===== src/rtl/axi_hdr_pkg.sv =====
// axi_hdr_pkg: FSM state encoding and keep-mask legality check shared by the header arbiter
package axi_hdr_pkg;
  typedef enum logic [1:0] {IDLE, OFFER, WAIT_EOP} state_t;
  function automatic logic keep_is_legal(input logic [63:0] keep);
    return ((keep + 64'd1) & keep) == 64'd0;
  endfunction
endpackage


===== src/rtl/axi_stream_header_arbiter_if.sv =====
// axi_stream_header_arbiter_if: requester side (src_*), insert-header channel (*_insert), output-stream tap (*_out) and status (grant_id, busy, err_*)
interface axi_stream_header_arbiter_if #(
  parameter int NUM_SRC = 4,
  parameter int DATA_WD = 32,
  parameter int DATA_BYTE_WD = DATA_WD / 8
);
  logic [NUM_SRC-1:0] src_valid;
  logic [NUM_SRC*DATA_WD-1:0] src_header;
  logic [NUM_SRC*DATA_BYTE_WD-1:0] src_keep;
  logic [NUM_SRC-1:0] src_ready;
  logic valid_insert;
  logic [DATA_WD-1:0] header_insert;
  logic [DATA_BYTE_WD-1:0] keep_insert;
  logic ready_insert;
  logic valid_out;
  logic ready_out;
  logic last_out;
  logic [$clog2(NUM_SRC)-1:0] grant_id;
  logic busy;
  logic err_keep;
  logic err_timeout;
  modport slave (
    input src_valid, src_header, src_keep, ready_insert, valid_out, ready_out, last_out,
    output src_ready, valid_insert, header_insert, keep_insert, grant_id, busy, err_keep, err_timeout
  );
  modport master (
    output src_valid, src_header, src_keep, ready_insert, valid_out, ready_out, last_out,
    input src_ready, valid_insert, header_insert, keep_insert, grant_id, busy, err_keep, err_timeout
  );
endinterface


===== src/rtl/rr_arbiter.sv =====
// rr_arbiter: combinational round-robin pick of the first req at or after ptr (wrapping); gnt one-hot, index its position
module rr_arbiter #(
  parameter int N = 4,
  localparam int IW = $clog2(N)
) (
  input  logic [N-1:0]  req,
  input  logic [IW-1:0] ptr,
  output logic [N-1:0]  gnt,
  output logic [IW-1:0] index
);
  logic [IW-1:0] w_j;
  always_comb begin
    gnt = '0;
    index = '0;
    w_j = '0;
    for (int k = N - 1; k >= 0; k--) begin
      w_j = IW'((int'(ptr) + k) % N);
      if (req[w_j]) begin
        gnt = N'(1) << w_j;
        index = w_j;
      end
    end
  end
endmodule


===== src/rtl/axi_stream_header_arbiter.sv =====
// axi_stream_header_arbiter: round-robin header grant to the insert block, locked until output EOP, with keep check and watchdog (ports: clk, rst, bus = requesters/insert channel/output tap/status)
module axi_stream_header_arbiter
  import axi_hdr_pkg::*;
#(
  parameter int NUM_SRC = 4,
  parameter int DATA_WD = 32,
  parameter int DATA_BYTE_WD = DATA_WD / 8,
  parameter int TIMEOUT = 1024
) (
  input logic clk,
  input logic rst,
  axi_stream_header_arbiter_if.slave bus
);
  localparam int IW = $clog2(NUM_SRC);
  localparam int CW = TIMEOUT > 0 ? $clog2(TIMEOUT + 1) : 1;
  localparam logic [CW-1:0] LIM = CW'(TIMEOUT > 0 ? TIMEOUT - 1 : 0);
  state_t r_state, w_next;
  logic [IW-1:0] r_ptr, r_gid, w_idx;
  logic [NUM_SRC-1:0] w_gnt;
  logic [DATA_WD-1:0] r_hdr, w_hdr;
  logic [DATA_BYTE_WD-1:0] r_keep, w_keep;
  logic [CW-1:0] r_cnt;
  logic r_err_keep, r_err_to, w_hs, w_legal, w_eop, w_to;
  rr_arbiter #(.N(NUM_SRC)) u_rr (.req(bus.src_valid), .ptr(r_ptr), .gnt(w_gnt), .index(w_idx));
  assign w_hs = r_state == IDLE && |bus.src_valid;
  assign w_hdr = bus.src_header[w_idx * DATA_WD +: DATA_WD];
  assign w_keep = bus.src_keep[w_idx * DATA_BYTE_WD +: DATA_BYTE_WD];
  assign w_legal = keep_is_legal(64'(w_keep));
  assign w_eop = bus.valid_out & bus.ready_out & bus.last_out;
  assign w_to = TIMEOUT > 0 && r_cnt == LIM;
  assign bus.src_ready = rst || r_state != IDLE ? '0 : w_gnt;
  assign bus.valid_insert = r_state == OFFER;
  assign bus.busy = r_state != IDLE;
  assign bus.header_insert = r_hdr;
  assign bus.keep_insert = r_keep;
  assign bus.grant_id = r_gid;
  assign bus.err_keep = r_err_keep;
  assign bus.err_timeout = r_err_to;
  always_ff @(posedge clk) r_state <= rst ? IDLE : w_next;
  always_comb begin
    w_next = r_state;
    if (r_state == IDLE) w_next = w_hs && w_legal ? OFFER : IDLE;
    else if (r_state == OFFER) w_next = bus.ready_insert ? WAIT_EOP : OFFER;
    else w_next = w_eop || w_to ? IDLE : WAIT_EOP;
  end
  always_ff @(posedge clk) begin
    if (rst) begin
      r_ptr <= '0;
      r_gid <= '0;
      r_hdr <= '0;
      r_keep <= '0;
      r_cnt <= '0;
      r_err_keep <= 1'b0;
      r_err_to <= 1'b0;
    end else begin
      r_cnt <= r_state == WAIT_EOP ? r_cnt + CW'(1) : '0;
      r_err_keep <= w_hs && !w_legal;
      r_err_to <= r_state == WAIT_EOP && w_to && !w_eop;
      if (w_hs) begin
        r_ptr <= w_idx == IW'(NUM_SRC - 1) ? '0 : w_idx + IW'(1);
        r_gid <= w_idx;
        if (w_legal) begin
          r_hdr <= w_hdr;
          r_keep <= w_keep;
        end
      end
    end
  end
endmodule


===== src/flat_wrapper.sv =====
// flat-port wrapper written by rule: the top's interface ports become plain ports
module axi_stream_header_arbiter_flat import axi_hdr_pkg::*;
#(
  parameter int NUM_SRC = 4,
  parameter int DATA_WD = 32,
  parameter int DATA_BYTE_WD = DATA_WD / 8,
  parameter int TIMEOUT = 1024
)
  (clk, rst, bus_src_valid, bus_src_header, bus_src_keep, bus_ready_insert, bus_valid_out, bus_ready_out, bus_last_out, bus_src_ready, bus_valid_insert, bus_header_insert, bus_keep_insert, bus_grant_id, bus_busy, bus_err_keep, bus_err_timeout);
  axi_stream_header_arbiter_if #(.NUM_SRC(NUM_SRC), .DATA_WD(DATA_WD), .DATA_BYTE_WD(DATA_BYTE_WD)) bus_i ();
  input logic clk;
  input logic rst;
  input wire logic [$bits(bus_i.src_valid)-1:0] bus_src_valid;
  input wire logic [$bits(bus_i.src_header)-1:0] bus_src_header;
  input wire logic [$bits(bus_i.src_keep)-1:0] bus_src_keep;
  input wire logic [$bits(bus_i.ready_insert)-1:0] bus_ready_insert;
  input wire logic [$bits(bus_i.valid_out)-1:0] bus_valid_out;
  input wire logic [$bits(bus_i.ready_out)-1:0] bus_ready_out;
  input wire logic [$bits(bus_i.last_out)-1:0] bus_last_out;
  output wire logic [$bits(bus_i.src_ready)-1:0] bus_src_ready;
  output wire logic [$bits(bus_i.valid_insert)-1:0] bus_valid_insert;
  output wire logic [$bits(bus_i.header_insert)-1:0] bus_header_insert;
  output wire logic [$bits(bus_i.keep_insert)-1:0] bus_keep_insert;
  output wire logic [$bits(bus_i.grant_id)-1:0] bus_grant_id;
  output wire logic [$bits(bus_i.busy)-1:0] bus_busy;
  output wire logic [$bits(bus_i.err_keep)-1:0] bus_err_keep;
  output wire logic [$bits(bus_i.err_timeout)-1:0] bus_err_timeout;
  assign bus_i.src_valid = bus_src_valid;
  assign bus_i.src_header = bus_src_header;
  assign bus_i.src_keep = bus_src_keep;
  assign bus_i.ready_insert = bus_ready_insert;
  assign bus_i.valid_out = bus_valid_out;
  assign bus_i.ready_out = bus_ready_out;
  assign bus_i.last_out = bus_last_out;
  assign bus_src_ready = bus_i.src_ready;
  assign bus_valid_insert = bus_i.valid_insert;
  assign bus_header_insert = bus_i.header_insert;
  assign bus_keep_insert = bus_i.keep_insert;
  assign bus_grant_id = bus_i.grant_id;
  assign bus_busy = bus_i.busy;
  assign bus_err_keep = bus_i.err_keep;
  assign bus_err_timeout = bus_i.err_timeout;
  axi_stream_header_arbiter #(.NUM_SRC(NUM_SRC), .DATA_WD(DATA_WD), .DATA_BYTE_WD(DATA_BYTE_WD), .TIMEOUT(TIMEOUT)) u_core (.clk(clk), .rst(rst), .bus(bus_i));
endmodule

===== config.mk =====
export PLATFORM = sky130hd
export DESIGN_NAME = axi_stream_header_arbiter_flat
export DESIGN_NICKNAME = d
export VERILOG_FILES = /design/src/rtl/axi_hdr_pkg.sv /design/src/rtl/axi_stream_header_arbiter_if.sv /design/src/rtl/rr_arbiter.sv /design/src/rtl/axi_stream_header_arbiter.sv /design/src/flat_wrapper.sv
export SDC_FILE = /design/constraint.sdc
export NUM_CORES = 1
export LEC_CHECK = 0
export BUFFER_PORTS_ARGS = -buffer_cell sky130_fd_sc_hd__buf_2
export CAP_MARGIN = 20
export CORE_ASPECT_RATIO = 0.5
export CORE_MARGIN = 1.5
export CORE_UTILIZATION = 39
export DETAILED_ROUTE_END_ITERATION = 8
export PLACE_DENSITY = 0.72
export RECOVER_POWER = 25
export SKIP_CTS_REPAIR_TIMING = 1
export SYNTH_ARGS = -nofsm -noshare
export SYNTH_HDL_FRONTEND = slang
export SYNTH_SLANG_ARGS = --single-unit

===== constraint.sdc =====
create_clock -name clk -period 3.3 [get_ports clk]
set_input_delay 0.33 -clock clk [delete_from_list [all_inputs] [get_ports clk]]
set_output_delay 0.33 -clock clk [all_outputs]
set_load 0.01 [all_outputs]

# == After elaboration in Yosys (flattened, before gate mapping) ==
# Index checks and enable logic that the tools add are counted.
# word_totals
reg_bits,55
in_bits,154
output_inout_bits,46
wordCells,70
# op_classes
n_addsub,6
order_cmp,4
eq_ne,4
shift,6
mux,23
bitwise,4
reduce_logical,15
# op_table
operator,n
$shiftx 128x8->32,1
$and 64x4->64,1
$logic_not 64->1,1
$mux 4,5
$mux 2,9
$shiftx 16x5->4,1
$shl 1x2->4 const A,4
$lt 2x3->1 const B,4
$add 11x1->11 const B,1
$eq 11x10->1 const B,1
$bmux 1 s2,4
$add 4x1->5 const B,1
$logic_and 1x1->1,5
$mux 1,5
$add 2x1->2 const B,2
$add 2x2->2 const B,2
$eq 2x2->1 const B,2
$reduce_or 4->1,1
$and 1x1->1,2
$eq 2x1->1 const B,1
$logic_not 1->1,2
$logic_not 2->1,1
$logic_or 1x1->1,2
$reduce_and 2->1,1
3 further kinds,3

# == Depth between registers and ports, before layout ==
# logic_depth
word_depth,14
depth_mapped,15
mapped_depth_nobuf,10

# == Cells and area by module ==
# Synthesis repeated with hierarchy kept, for this count alone.
# unflattened
hier_cells,378
area_unflattened_um2,3885.0
# modules_own_cells
module,n_inst,cells_each,area_each_um2,seq_area_each_um2
axi_stream_header_arbiter,1,318,3394.5,1101.1
rr_arbiter,1,60,490.5,0.0

# == Worst setup path before layout ==
# Ideal clock, no wire load.
# synth_timing
path_type,register to register
start,reg u_core.r_ptr[1]
end,"reg u_core.r_keep[1], in the netlist u_core.bus.keep_insert[1]"
setup_ns,0.123
arrival_time_ns,3.283
t_required_ns,3.177
setup_slack_ns,-0.107
stages_incl_launch_ff,15
n_path_buf,4
synth_period_minus_slack_ns,3.407
path_cell_list,dfxtp_1 -> clkbuf_1 -> inv_1 -> ha_1 -> clkbuf_1 -> mux4_1 -> nand2b_4 -> and2_4 -> buf_6 -> mux2i_1 -> o32a_1 -> o211ai_1 -> nand4_1 -> buf_6 -> mux2_1
# synth_between
elab_chain_cells,12
word_cells_on_any_way,20
cone_classes,4 x add/sub; 1 x shift; 12 x mux; 1 x bitwise; 2 x reduce/logical
# synth_rtl
item,line_no,text
"start, declared",axi_stream_header_arbiter.sv:18,"logic [IW-1:0] r_ptr, r_gid, w_idx;"
"start signal, assigned",axi_stream_header_arbiter.sv:60,r_ptr <= w_idx == IW'(NUM_SRC - 1) ? '0 : w_idx + IW'(1);
$add 2x2->2,rr_arbiter.sv:17,w_j = IW'((int'(ptr) + k) % N);
$bmux 1 s2,rr_arbiter.sv:18,if (req[w_j]) begin
$mux 1 (implied by the code),rr_arbiter.sv:18,
$mux 2 (3 in series),rr_arbiter.sv:18,
$mux 2 *,rr_arbiter.sv:18,
$shiftx 16x5->4 *,axi_stream_header_arbiter.sv:27,assign w_keep = bus.src_keep[w_idx * DATA_BYTE_WD +: DATA_BYTE_WD];
$add 4x1->5,axi_hdr_pkg.sv:5,return ((keep + 64'd1) & keep) == 64'd0;
$and 64x4->64,axi_hdr_pkg.sv:5,
$logic_not 64->1,axi_hdr_pkg.sv:5,
$reduce_and 2->1 (no line),n/a,
"end signal, assigned",axi_stream_header_arbiter.sv:64,r_keep <= w_keep;
"end, declared",axi_stream_header_arbiter.sv:21,"logic [DATA_BYTE_WD-1:0] r_keep, w_keep;"
# Every way passes the cells marked *; elsewhere a longest branch is shown, timed or not. The select of a mux whose other input is x is not followed.
# A chain may end at the register's enable or synchronous reset.

# == Worst setup path in the final report ==
# layout_timing
start,reg u_core.r_ptr[0]
end,"reg u_core.r_hdr[24], in the netlist u_core.bus.header_insert[24]"
# layout_between
elab_chain_cells,12
word_cells_on_any_way,21
cone_classes,4 x add/sub; 2 x shift; 12 x mux; 1 x bitwise; 2 x reduce/logical
# layout_rtl
item,line_no,text
$add 2x2->2,rr_arbiter.sv:17,
$bmux 1 s2,rr_arbiter.sv:18,
$mux 1 (implied by the code),rr_arbiter.sv:18,
$mux 2 (3 in series),rr_arbiter.sv:18,
$mux 2 *,rr_arbiter.sv:18,
$shiftx 16x5->4,axi_stream_header_arbiter.sv:27,
$add 4x1->5,axi_hdr_pkg.sv:5,
$and 64x4->64,axi_hdr_pkg.sv:5,
$logic_not 64->1,axi_hdr_pkg.sv:5,
$reduce_and 2->1 (no line),n/a,
"end signal, assigned",axi_stream_header_arbiter.sv:63,r_hdr <= w_hdr;
"end, declared",axi_stream_header_arbiter.sv:20,"logic [DATA_WD-1:0] r_hdr, w_hdr;"
# Marked as above.

==> flow_summary.toml <==
[setup_path]
path_cells = "buf_4, mux4_2, nand2b_4, and2_4, mux2_1, a32oi_2, o211ai_1, nand4_1, buf_4, buf_12, mux2i_1"
cp-end-kind = "flip-flop"
crit_family = "multiplexers"
slowest_delay_ps = 650
reg2reg_slack_ps = 150
reg2regPathDepth = 11
critPathMaxFanout = 18
rr_startpoint = "u_core.r_ptr[0]"
critPathBufInv = 3
critPathSlowestCell = "mux4_2"
worstPathRequired_ps = 3510
crit_type = "flip-flop to flip-flop"
worst_path_most_repeated_cell = "buf_4"
reg2reg_to = "u_core.bus.header_insert[24]"
worstPathArrival_ps = 3360
start_kind = "flip-flop"

[sta]
drv_slew = 0
tightest_slew_ps = 646
slew_headroom = 0.569
timing.fmax_ghz = 0.317
period_needed_ps = 3150
rsz0062_at_grt = "false"
fin_worst_skew_ps = 3.83
fin_tns_setup_ps = 0
hold_violations = 0
setup_violations = 0
setup_ws_ps = 147
whs_ps = 280
min_period_over_period = 0.956

[finish]
multiInputGateArea_um2 = 2840
seqCellArea_um2 = 1100
syn_to_final_growth_pct = 29.7
antenna_cells = 0
mostFrequentLayoutCell = "buf_2"
final_cell_mix = "174 x buf_2, 90 x nand2_1, 55 x dfxtp_1, 47 x mux2i_1, 37 x nand2b_1"
drive_above_1_share = 0.306
fin_nets = 858
nFillCells = 998
final_cell_count_no_fill = 835

[power]
power_frac_comb = 0.725
power.switching_fraction = 0.456
peakVddDrop_uv = 535
power.total_w = 0.00500
internal_power_w = 0.00272
p_sw_w = 0.00228
power.leakage_nw = 2.43
power_density_nw_per_um2 = 922
power.share.sequential = 0.176
p_clk_frac = 0.099

[placed_design]
hpwl_mm = 9.34
portBuffers = 199
dp.cells = 827
post-place-ws_ps = 50.8
place_congestion = 0.920

[yosys]
ys_async_sr_fraction = 0
synthCells = 516
synth-seq-area-share = 0.264
muxShareOfSynthArea = 0.144
syn-num-nets = 678
ys_dominant_reg_cell = "dfxtp_1"
synth.ff_latch_count = 55
synthDistinctLibCells = 58
syn_area_um2 = 4180
yosys.area_share.xor_xnor = 0.0168
synthAdderAreaFrac = 0.0240
post_synth.cell_area_avg_um2 = 8.09
synth_edf_count = 0
yosysWarnings = 0
synth_compound_area_frac = 0.238
synthSimpleGateAreaFrac = 0.249
synth_top_family_by_area = "simple AND/OR/NAND/NOR gates"

[drt]
drc = 0
drt_wl_total_mm = 12.2
top_layer = "met5"
wl_met1_mm = 5.46
viasPerCell = 5.26
wl_met3_um = 532
drt_iter0_drc = 268
wl_met2_mm = 5.95
detail-route-antenna-nets = 0
avgRoutedWirePerCell_um = 14.6
via_count = 4395
firstDrtPassIters = 5

[grt]
grt_max_degree = 66
grt_pass1_vias = 4179
grt_usage = 0.209
grt_pass1_wl_mm = 19.7
grt-ovfl-total = 0
antenna_found_initial = 1

[clock_network]
cts_buffers = 5
root_buffer = "clkbuf_16"
cts_max_level = 2
clock_latency_ps = 280
path_clk_slew_ps = 70
tritoncts = "done"
cts.sinks = 55
cts_buffer_depth = 2

[min_path]
hold_depth = 3
worstHoldStart = "bus_ready_insert"
min_to = "u_core.r_state[1]"
hold_path.class = "input pin to flip-flop"

[die]
start_util = 0.405
dieArea_um2 = 11400
fp.dieH_um = 76.2
num_io_pins = 200
num_rows = 26
fp.dieW_um = 149
core_um2 = 10300

[flow_run]
drv_cap = 0

[outcome]
status = "finished clean"
==> metrics by stage <==
stage	cell area, µm²	utilization
2_1_floorplan	4180	-
3_3_place_gp	5290	0.513
3_5_place_dp	5290	0.513
4_1_cts	5420	0.526
5_1_grt	5420	0.525
6_report	5420	0.525
==> how the worst max path moves through the flow <==
stage                    startpoint                      endpoint  slack [ps]  cells past startpoint
floorplan           u_core.r_ptr[1]     u_core.bus.keep_insert[1]           9                     12
global placement    u_core.r_ptr[0]  u_core.bus.header_insert[20]         130                     10
detailed placement  u_core.r_ptr[0]  u_core.bus.header_insert[24]          50                     10
CTS                 u_core.r_ptr[0]  u_core.bus.header_insert[24]          50                     10
global route        u_core.r_ptr[0]  u_core.bus.header_insert[21]           4                     11
finish              u_core.r_ptr[0]  u_core.bus.header_insert[24]         150                     11
==> power groups by stage <==
stage | Combinational, W | Sequential (W) | Clock (W)
finish | 0.00362 | 0.000879 | 0.000497
global route | 0.00399 | 0.000893 | 0.000532
CTS | 0.00360 | 0.000878 | 0.000502
detailed placement | 0.00358 | 0.000890 | 0
global placement | 0.00352 | 0.000889 | 0
floorplan | 0.00270 | 0.000949 | 0
==> layout make-up <==
type | instances | area share
multi-input cells | 408 | 0.524
repair buffers | 218 | 0.211
flip-flops and latches | 55 | 0.203
well taps | 140 | 0.0323
clock buffers | 6 | 0.0238
inverters | 8 | 0.00554
==> logic make-up (layout without fill, tap and decap cells) <==
kind of cell | count (synthesis) | after routing
adder cells (fa/ha/maj) | 8 | 8
XOR/XNOR | 8 | 8
AND/OR/NAND/NOR | 212 | 212
AO/OA/AOI/OAI | 124 | 124
flip-flops | 55 | 55
multiplexers | 56 | 56
buffers and inverters | 53 | 232
==> tightest hold or removal path: stages <==
cell	delay, ps
buf_2	80
a32oi_1	50
nor2_1	70
==> cell usage after synthesis, types with 2 or more instances <==
cell type / number / area, µm²
buf_2: 13 / 65.1
ha_1: 8 / 100
nand2b_1: 37 / 231
o41a_1: 2 / 22.5
o21ai_0: 12 / 60.1
xnor2_1: 5 / 43.8
clkbuf_1: 24 / 90.1
and2_0: 22 / 138
dfxtp_1: 55 / 1100
xor2_1: 3 / 26.3
a21o_1: 5 / 37.5
o211ai_1: 3 / 22.5
mux2_1: 3 / 33.8
o41ai_1: 2 / 17.5
nor2b_1: 5 / 31.3
a22oi_1: 5 / 37.5
nor3_1: 3 / 15.0
and2_1: 11 / 68.8
a22o_1: 2 / 17.5
a211o_1: 2 / 17.5
mux2_2: 3 / 33.8
mux2i_1: 47 / 470
inv_1: 7 / 26.3
a311o_1: 32 / 320
nor2_1: 25 / 93.8
buf_6: 7 / 78.8
a21oi_1: 9 / 45.0
or3_1: 3 / 18.8
a31oi_1: 2 / 12.5
a211oi_1: 35 / 263
nand3_1: 7 / 35.0
and3_1: 2 / 12.5
nand2_1: 90 / 338
==> layer usage <==
layer / vias to the layer above / GRT usage
li1: 2213 / -
met1: 2047 / 0.278
met2: 112 / 0.354
met3: 21 / 0.0293
met4: 2 / 0.0545
met5: - / 0
==> sequential cells by signal, indices dropped and copies added (netlist names) <==
register	cells
u_core.bus.grant_id	2
u_core.r_ptr	2
u_core.bus.err_timeout	1
u_core.r_cnt	11
u_core.bus.header_insert	32
u_core.bus.keep_insert	4
u_core.r_state	2
u_core.bus.err_keep	1
Power figures use the tool's default switching activity.
